--- src/rtl/seq_det_pkg.sv ---
// Shared constants for the programmable serial pattern detector: reset
// configuration (drop-in for the old fixed 11011 detector) and MAX_LEN limits.
package seq_det_pkg;

  localparam int         SEQ_DET_MIN_MAX_LEN = 2;
  localparam int         SEQ_DET_MAX_MAX_LEN = 32;

  localparam logic [4:0] SEQ_DET_RST_PATTERN = 5'b11011;
  localparam int         SEQ_DET_RST_LEN     = 5;
  localparam logic       SEQ_DET_RST_OVL     = 1'b1;

  // A programmed length is usable only if it selects at least one history bit.
  function automatic logic len_legal(input int len, input int max_len);
    return (len >= 1) && (len <= max_len);
  endfunction

endpackage

--- src/rtl/seq_det_param_sat_counter.sv ---
// Saturating up-counter; a clear in the same cycle as an increment wins.
module sat_counter #(
  parameter int W = 16
) (
  input  logic         clk,
  input  logic         rst,
  input  logic         clr,
  input  logic         inc,
  output logic [W-1:0] count
);

  always_ff @(posedge clk) begin
    if (!rst) begin
      count <= '0;
    end else if (clr) begin
      count <= '0;
    end else if (inc && (count != '1)) begin
      count <= count + W'(1);
    end
  end

endmodule

--- src/rtl/seq_det_param.sv ---
// Runtime-programmable serial pattern detector with optional overlap.
// in_valid qualifies in for one cycle; there is no backpressure, every qualified bit is consumed.
module seq_det_param
  import seq_det_pkg::*;
#(
  parameter int MAX_LEN = 8,
  parameter int CNT_W   = 16,
  parameter int LEN_W   = $clog2(MAX_LEN + 1)
) (
  input  logic               clk,
  input  logic               rst,
  input  logic               cfg_we,
  input  logic [MAX_LEN-1:0] cfg_pattern,
  input  logic [LEN_W-1:0]   cfg_len,
  input  logic               cfg_overlap,
  output logic               cfg_err,
  input  logic               in_valid,
  input  logic               in,
  output logic               match,
  output logic [CNT_W-1:0]   match_cnt,
  input  logic               cnt_clr
);

  if (MAX_LEN < SEQ_DET_MIN_MAX_LEN || MAX_LEN > SEQ_DET_MAX_MAX_LEN) begin : g_bad_max_len
    $error("seq_det_param: MAX_LEN out of range");
  end

  logic [MAX_LEN-1:0] hist;
  logic [LEN_W-1:0]   fill;
  logic [MAX_LEN-1:0] pat;
  logic [LEN_W-1:0]   len;
  logic               ovl;

  logic [MAX_LEN-1:0] h_next;
  logic [LEN_W-1:0]   fill_next;
  logic [MAX_LEN-1:0] len_mask;
  logic               cfg_ok;
  logic               hit;

  // The oldest history bit is shifted out before it is ever compared.
  logic unused_hist_msb;
  assign unused_hist_msb = hist[MAX_LEN-1];

  always_comb begin
    h_next    = {hist[MAX_LEN-2:0], in};
    fill_next = (fill == LEN_W'(MAX_LEN)) ? fill : fill + LEN_W'(1);
    for (int i = 0; i < MAX_LEN; i++) begin
      len_mask[i] = (i < int'(len));
    end
    cfg_ok = len_legal(int'(cfg_len), MAX_LEN);
    // Any config write, accepted or not, swallows the bit presented with it.
    hit    = in_valid && !cfg_we && (fill_next >= len) &&
             (((h_next ^ pat) & len_mask) == '0);
  end

  always_ff @(posedge clk) begin
    if (!rst) begin
      pat     <= MAX_LEN'(SEQ_DET_RST_PATTERN);
      len     <= LEN_W'(SEQ_DET_RST_LEN);
      ovl     <= SEQ_DET_RST_OVL;
      hist    <= '0;
      fill    <= '0;
      match   <= 1'b0;
      cfg_err <= 1'b0;
    end else begin
      match   <= hit;
      cfg_err <= cfg_we && !cfg_ok;
      if (cfg_we) begin
        if (cfg_ok) begin
          pat  <= cfg_pattern;
          len  <= cfg_len;
          ovl  <= cfg_overlap;
          hist <= '0;
          fill <= '0;
        end
      end else if (in_valid) begin
        hist <= h_next;
        // Non-overlapping mode forgets the matched bits by emptying the window.
        fill <= (hit && !ovl) ? '0 : fill_next;
      end
    end
  end

  sat_counter #(
    .W(CNT_W)
  ) u_cnt (
    .clk  (clk),
    .rst  (rst),
    .clr  (cnt_clr),
    .inc  (hit),
    .count(match_cnt)
  );

endmodule
--- config.mk ---
export PLATFORM = sky130hd
export DESIGN_NAME = seq_det_param
export DESIGN_NICKNAME = d
export VERILOG_FILES = /design/src/rtl/seq_det_pkg.sv /design/src/rtl/seq_det_param_sat_counter.sv /design/src/rtl/seq_det_param.sv
export SDC_FILE = /design/constraint.sdc
export NUM_CORES = 1
export LEC_CHECK = 0
export ABC_AREA = 1
export CAP_MARGIN = 20
export CORE_ASPECT_RATIO = 0.7
export CORE_MARGIN = 8
export CORE_UTILIZATION = 25
export DETAILED_ROUTE_END_ITERATION = 10
export GPL_ROUTABILITY_DRIVEN = 0
export SLEW_MARGIN = 5
export SYNTH_ARGS = -nofsm -noshare
export SYNTH_HDL_FRONTEND = slang
export SYNTH_HIERARCHICAL = 1
export SYNTH_SLANG_ARGS = --single-unit
export TNS_END_PERCENT = 100
--- constraint.sdc ---
create_clock -name clk -period 6.84 [get_ports clk]
set_clock_uncertainty 0.2 [all_clocks]
set_input_delay 1.71 -clock clk [delete_from_list [all_inputs] [get_ports clk]]
set_output_delay 1.71 -clock clk [all_outputs]
set_load 0.05 [all_outputs]
# Word-level counts from Yosys, hierarchy flattened
# Index checks and enable logic that the tools add are counted.
# totals
ff_bits,42
out_inout_bits,18
word_cells,50
# op_classes
add_sub_neg,2
order_cmp,11
n_eq_ne,3
muxes,8
bitwise_logic,3
n_reduce_logical,15
# ops
cell,count
$mux 7,3
$mux 4,5
$add 16x1->16 const B,1
$lt 3x4->1 const A,4
$ne 16x16->1 const B,1
$and 8x8->8,1
$logic_not 8->1,1
$lt 1x4->1 const A,2
$lt 2x4->1 const A,2
$xor 8x8->8,1
$logic_and 1x1->1,7
$add 4x1->4 const B,1
$eq 4x4->1 const B,1
$ge 4x1->1 const B,1
$ge 4x4->1,1
$le 4x4->1 const B,1
$reduce_and 2->1,2
$logic_not 1->1,3
$ne 2x1->1 const B,1
$reduce_bool 2->1,1
$reduce_or 2->1,1
$not 1->1,1

# Depth between registers and ports, before layout
# Gate-level depths: netlist of run 1.
# depth
word_depth,9
mapped_depth,23
depth_no_buf,23

# Hierarchy
# Netlist of run 1, hierarchy kept.
# modules_own_cells
mod,instances,cells_each,area_per_inst_um2,seq_area_each_um2
seq_det_param,1,210,1385.1,520.5
sat_counter,1,153,910.9,320.3

# Worst setup path before layout of run 1
# No wires, ideal clock.
# synth_timing
path_kind,input -> register
startpoint,input port in_valid
endpoint,register u_cnt.count[8]
arrival_ps,2971
setup_slack_ps,3554
path_stages,15
n_path_buf,0
path_cell_list,inv_1 -> nor2_2 -> nand2_1 -> nor2_1 -> nand3_1 -> inv_1 -> nand2_1 -> inv_1 -> nand2_1 -> inv_1 -> nand2_1 -> nor2_1 -> nand2_1 -> nand2_1 -> nor2_1
# synth_via
elab_chain_cells,4
# synth_lines
item,line,source
start: declaration,seq_det_param.sv:17,"input logic in_valid,"
$logic_and 1x1->1 (3 in series),seq_det_param.sv:52,hit = in_valid && !cfg_we && (fill_next >= len) &&
named net hit,seq_det_param.sv:38,logic hit;
$logic_and 1x1->1,seq_det_param_sat_counter.sv:17,end else if (inc && (count != '1)) begin
end signal: assignment,seq_det_param_sat_counter.sv:18,count <= count + W'(1);
end: declaration,seq_det_param_sat_counter.sv:9,output logic [W-1:0] count
# The timed path passes the listed nets, and every way through them passes these cells.
# A chain may end at the register's enable or synchronous reset.

# Worst setup path after layout of run 1
# layout_timing
startpoint,input port cfg_we
endpoint,register u_cnt.count[10]
# layout_via
elab_chain_cells,5
# layout_lines
item,line,source
start: declaration,seq_det_param.sv:12,"input logic cfg_we,"
$logic_not 1->1,seq_det_param.sv:52,
$logic_and 1x1->1 (3 in series),seq_det_param.sv:52,
named net hit,seq_det_param.sv:38,
$logic_and 1x1->1,seq_det_param_sat_counter.sv:17,
# The timed path passes the listed nets, and every way through them passes these cells.

==> results of run 1 <==
-- through the flow --
stage	power, uW	std cells	hold slack [ps]
global route	577	523	301
detailed placement	318	515	271
floorplan	299	363	244
global placement	317	515	259
CTS	555	523	281
finish	546	523	276
-- power by group --
part	total (uW)	internal [uW]	switching (uW)
logic	56.3	24.1	32.3
clock network	233	135	97.8
registers	257	252	5.32
-- flip-flops by register name, summed over array words and instances (netlist names) --
name	flops
fill	4
len	4
pat	8
hist	7
cfg_err	1
ovl	1
match	1
u_cnt/count	16
-- routing by layer --
metal | up-vias | share of wire (%)
li1 | 1206 | -
met1 | 947 | 53
met2 | 60 | 40
met3 | 9 | 5.1
met4 | 0 | 1.9
met5 | - | 0
-- layout make-up --
cell class,count,share of cell area (%)
Clock buffer,5,4.31
Clock inverter,3,0.732
Inverter,47,6.16
Multi-Input combinational cell,266,42.1
Sequential cell,42,28.9
Tap cell,124,5.34
Timing Repair Buffer,36,12.4
-- cells in the mapped netlist --
master / instances
nand2_1: 114
nor2_1: 56
inv_1: 45
dfxtp_1: 42
a21oi_1: 30
nand3_1: 23
ha_1: 7
o21ai_0: 7
nor2_2: 6
nand4_1: 5
o211ai_1: 5
o21ai_1: 4
buf_2: 3
nand2_2: 3
buf_6: 2
clkbuf_1: 2
nand3b_1: 2
xor2_1: 2
buf_4: 1
inv_2: 1
inv_4: 1
nor2_4: 1
xnor2_1: 1
-- cells in the final DEF (no fill, tap or decap), drive strengths merged --
cell and instances:
nand2 117, xor2 2, clkinvlp 1, xnor2 1
nand3b 2, ha 7, o21ai 11, nand4 5
clkinv 2, a21oi 30, clkbuf 5, dfxtp 42
clkdlybuf4s50 36, o211ai 5, nor2 63, nand3 23
inv 47
-- critical path, delay by kind of cell --
family,cells,cell delay (ps)
AND/OR/NAND/NOR,10,1360
buffers and inverters,3,710
-- how the worst max path moves through the flow --
stage,start,end,slack (ps),cells after the start
2_1_floorplan,in_valid,u_cnt/count[8],3550,15
3_3_place_gp,cfg_we,u_cnt/count[10],2790,13
3_5_place_dp,cfg_we,u_cnt/count[10],2780,13
4_1_cts,cfg_we,u_cnt/count[10],3050,13
5_1_grt,cfg_we,u_cnt/count[10],2790,13
6_report,cfg_we,u_cnt/count[10],3040,13
-- logic make-up (layout without fill, tap and decap cells) --
family                   after synthesis  in the layout  synth area share [%]
AO/OA/AOI/OAI                         46             46                  10.6
XOR/XNOR                               3              3                  1.14
adder cells (fa/ha/maj)                7              7                  3.81
buffers and inverters                 55             91                  10.1
flip-flops                            42             42                  36.6
AND/OR/NAND/NOR                      210            210                  37.8
==> metrics.yaml, run 1 <==
synthesis:
  synth.avg_cell_area_sq_um: 6.32
  synth_warnings: 6
  netlist_instances: 363
  ys_top_cells_by_area: "dfxtp_1, nand2_1, nor2_1"
  synth_top_area_share_pct: 36.6
  synth_nets: 389
  ys_ff_latch: 42
  ys_types: 23
  synth_top_area_cell: "dfxtp_1"
  syn-cell-area_sq_um: 2300
  seq_area_frac_synth_pct: 36.6
timing:
  tightest_slew_ps: 1010
  hold_viol_final: 0
  period_needed_ps: 3800
  relSlewSlack_pct: 32.5
  maxSlewViolCount: 0
  min_period_over_period_pct: 55.6
  fin_tns_setup_ps: 0
  rsz0062_at_grt: "false"
  setup_violations: 0
  fmax_ghz: 0.263
  setup_slack_ps: 3040
clock_network:
  clkTransAtPathRegs_ps: 60
  tritoncts: "yes"
  cts_buffer_depth: 2
  cts_setup_buffers: 0
  ctsHoldBuffers: 0
  cts-htree-levels: 2
  ctsResizeCount: 0
  clk-insertion-delay-late_ps: 280
  cts_made_buffers: 5
  cts_sinks: 42
  cts-root-buf: "clkbuf_16"
route:
  vias_per_cell: 4.25
  drt-initial-drc-count: 146
  drc_errors: 0
  dr.pass1.iters: 4
  vias: 2222
  antenna_left: 0
  wl_per_cell_um: 11.1
  finalWirelength_um: 5800
global_route:
  antenna_found_initial: 0
  top_usage_layer: "met1"
  grt_pass1_vias: 2045
  grt_util_met1_pct: 14.3
  overflow: 0
  grt_max_degree: 21
  use_met3_pct: 1.55
  use_met2_pct: 13.9
  grt_pass1_wl_um: 9900
  track_usage_pct: 9.78
worst_setup_path:
  slowest_delay_ps: 460
  critPathSlowestCell: "clkdlybuf4s50_1"
  cpMostUsedCell: "nand2_1"
  cp-end-kind: "flop"
  cp.arrival_ps: 3780
  critPathRequiredTime_ps: 6810
  cp-start-kind: "input port"
  regToRegStartpoint: "fill[0]"
  r2r_end: "u_cnt/count[10]"
  r2r_cells: 21
  path_class: "input port to flop"
  worst-r2r-setup-slack_ps: 3830
  cp_cell_sequence: "clkdlybuf4s50_1 -> nor2_2 -> nand2_1 -> nor2_1 -> nand3_1 -> inv_1 -> nand2_1 -> inv_1 -> nand2_1 -> nor2_1 -> nand3_1 -> nand2_1 -> nor2_1"
  cp_max_fo: 9
die:
  dieArea_sq_um: 12600
  io_pins: 37
  coreArea_sq_um: 9000
  start_util_pct: 25.5
  num_rows: 29
  die_h_um: 96.2
  die_x_um: 131
pwr:
  vdd_drop_max_v: 0.000116
  p_per_area_nw_per_um2: 188
  p_leak_uw: 0.00112
run_status:
  outcome: "finished clean"
min_path:
  hold_start: "pat[6]"
  hold_path_end: "pat[6]"
  worstHoldPathCells: 2
  hp-class: "flop to flop"
final_layout:
  utilization_pct: 32.3
  regArea_sq_um: 841
  area_growth_pct: 26.5
  final_area_sq_um: 2910
  n_antenna_cell: 0
  drive_gt1_share_pct: 5.01
  multiInputGateArea_sq_um: 1220
  layout.nets: 424
  fill_cells: 990
run:
  drv_cap: 0
place:
  place_area_sq_um: 2760
  port_buffers: 36
  dp_hpwl_um: 4450
  pre_cts_ws_ps: 2780
No activity file was read; power rests on OpenSTA's default activity.
==> run 2: changes to the inputs <==
- clock period: 6.84 -> 3.8 ns (I/O delays scaled with it)
==> run 2 against run 1 <==
  * Wire length barely moved
  * Final cell count unchanged
  * Hold slack got worse by 3.8 ps
  * Clock power rose by 110%
  * Total power grew 94%
  * Combinational power up 81%
  * Cell area increased by 1.0%
  * Via count grew 1.6%
  * Die area unchanged
  * Flip-flop and latch count stayed put
  * First-iteration DRC count rose by 21%
  * Non-clock buffer count grew 1
==> metrics.yaml, run 2 (synthesis gave the netlist of run 1 again) <==
run_status:
  outcome: "finished clean"  # unchanged
clock_network:
  cts_setup_buffers: 0  # unchanged
  cts_made_buffers: 5  # unchanged
  ctsHoldBuffers: 0  # unchanged
  cts_sinks: 42  # unchanged
  tritoncts: "yes"  # unchanged
  cts_buffer_depth: 2  # unchanged
  ctsResizeCount: 0  # unchanged
  cts-root-buf: "clkbuf_16"  # unchanged
  cts-htree-levels: 2  # unchanged
  clk-insertion-delay-late_ps: 280  # about the same
  clkTransAtPathRegs_ps: 60  # about the same
worst_setup_path:
  slowest_delay_ps: 450  # was 460 ps
  cp.arrival_ps: 2930  # was 3780 ps
  critPathSlowestCell: "clkdlybuf4s50_1"  # unchanged
  cp-end-kind: "flop"  # unchanged
  path_class: "input port to flop"  # unchanged
  cp_max_fo: 9  # unchanged
  cp_cell_sequence: "clkdlybuf4s50_1 -> nor2_2 -> nand2_1 -> nor2_1 -> nand3_1 -> inv_1 -> nand2_1 -> inv_1 -> nand2_1 -> inv_1 -> nand2_1 -> nor2_1 -> nand2_1 -> nand2_1 -> nor2_1"  # was clkdlybuf4s50_1 -> nor2_2 -> nand2_1 -> nor2_1 -> nand3_1 -> inv_1 -> nand2_1 -> inv_1 -> nand2_1 -> nor2_1 -> nand3_1 -> nand2_1 -> nor2_1
  critPathRequiredTime_ps: 3780  # was 6810 ps
  cp-start-kind: "input port"  # unchanged
  cpMostUsedCell: "nand2_1"  # unchanged
timing:
  relSlewSlack_pct: 45.2  # was 32.5%
  maxSlewViolCount: 0  # unchanged
  rsz0062_at_grt: "false"  # unchanged
  setup_violations: 0  # unchanged
  tightest_slew_ps: 820  # was 1010 ps
  min_period_over_period_pct: 77.8
  period_needed_ps: 2960
  hold_viol_final: 0  # unchanged
  fin_tns_setup_ps: 0  # unchanged
  fmax_ghz: 0.338
global_route:
  grt_max_degree: 21  # unchanged
  track_usage_pct: 9.67  # was 9.78%
  grt_pass1_vias: 2032  # was 2045
  grt_pass1_wl_um: 9800  # was 9900 um
  overflow: 0  # unchanged
  antenna_found_initial: 0  # unchanged
place:
  dp.cells: 516  # was 515
  port_buffers: 36  # unchanged
  dp_hpwl_um: 4510  # was 4450 um
final_layout:
  top_regs: "u_cnt/count (16), pat (8), hist (7)"  # unchanged
  area_growth_pct: 27.8  # was 26.5%
  layout_common_cells: "nand2_1, nor2_1, inv_1, dfxtp_1, clkdlybuf4s50_1"  # unchanged
  largest_reg_flops: 16  # unchanged
  instances_no_fill: 523  # unchanged
  drive_gt1_share_pct: 5.01  # unchanged
  top_register: "u_cnt/count"  # unchanged
  mostFrequentLayoutCell: "nand2_1"  # unchanged
  layout.nets: 425  # was 424
  n_antenna_cell: 0  # unchanged
route:
  dr.pass1.iters: 4  # unchanged
  vias: 2257  # was 2222
  wl_per_cell_um: 11.1  # about the same
  drt-initial-drc-count: 177  # was 146
  drc_errors: 0  # unchanged
  finalWirelength_um: 5800  # about the same
  antenna_left: 0  # unchanged
  vias_per_cell: 4.32  # was 4.25
die:
  dieArea_sq_um: 12600  # unchanged
  num_rows: 29  # unchanged
  start_util_pct: 25.5  # unchanged
  die_h_um: 96.2  # unchanged
  coreArea_sq_um: 9000  # unchanged
  die_x_um: 131  # unchanged
  io_pins: 37  # unchanged
pwr:
  total_power_uw: 1060  # was 546 uW
  p_per_area_nw_per_um2: 360  # was 188 nW/um^2
  p_leak_uw: 0.00114  # was 0.00112 uW
  vdd_drop_max_v: 0.000195  # was 0.000116 V
run:
  drv_cap: 0  # unchanged
min_path:
  hp-class: "flop to flop"  # unchanged
-- run 2: worst paths after layout --
path	depth (start not counted)	to	start	slack (ps)
worst max-delay path	15	u_cnt/count[8]	cfg_we	840
worst max register to register	23	u_cnt/count[8]	fill[0]	850
worst min-delay path	2	pat[5]	pat[5]	270
worst min register to register	2	pat[5]	pat[5]	270
-- run 2: final cells by class --
cell class              count  area [sq um]
fillers                   969          6060
flip-flops and latches     42           841
well taps                 124           155
repair buffers             37           368
multi-input cells         266          1220
clock inverters             1          30.0
inverters                  47           179
clock buffers               6           139
-- run 2: critical path, delay by kind of cell --
family                 cells  cell delay (ps)
AND/OR/NAND/NOR           11             1170
buffers and inverters      4              800
-- run 2: through the flow --
| stage | utilization (%) | hold WS [ps] | cell area [sq um] | worst slack, ps |
|---|---|---|---|---|
| floorplan | - | 244 | 2300 | 1190 |
| global placement | 30.7 | 258 | 2770 | 611 |
| detailed placement | 30.7 | 268 | 2770 | 567 |
| CTS | 32.6 | 277 | 2940 | 846 |
| global route | 32.6 | 299 | 2940 | 581 |
| finish | 32.6 | 273 | 2940 | 842 |
-- run 2: per-layer routing --
metal | routed length [um] | vias to the layer above | part of all wire, % | GRT usage [%]
met4 | 50 | 0 | 0.86 | 2.95
met3 | 244 | 4 | 4.2 | 1.66
met2 | 2390 | 55 | 41 | 14.2
met5 | 0 | - | 0 | 0
li1 | - | 1208 | - | -
met1 | 3120 | 990 | 54 | 14.0
-- run 2: report_power, final --
group	switching, uW	total [uW]	internal (uW)
Combinational	58.6	102	43.5
Clock	169	493	324
Sequential	9.42	462	453
Total	237	1060	821
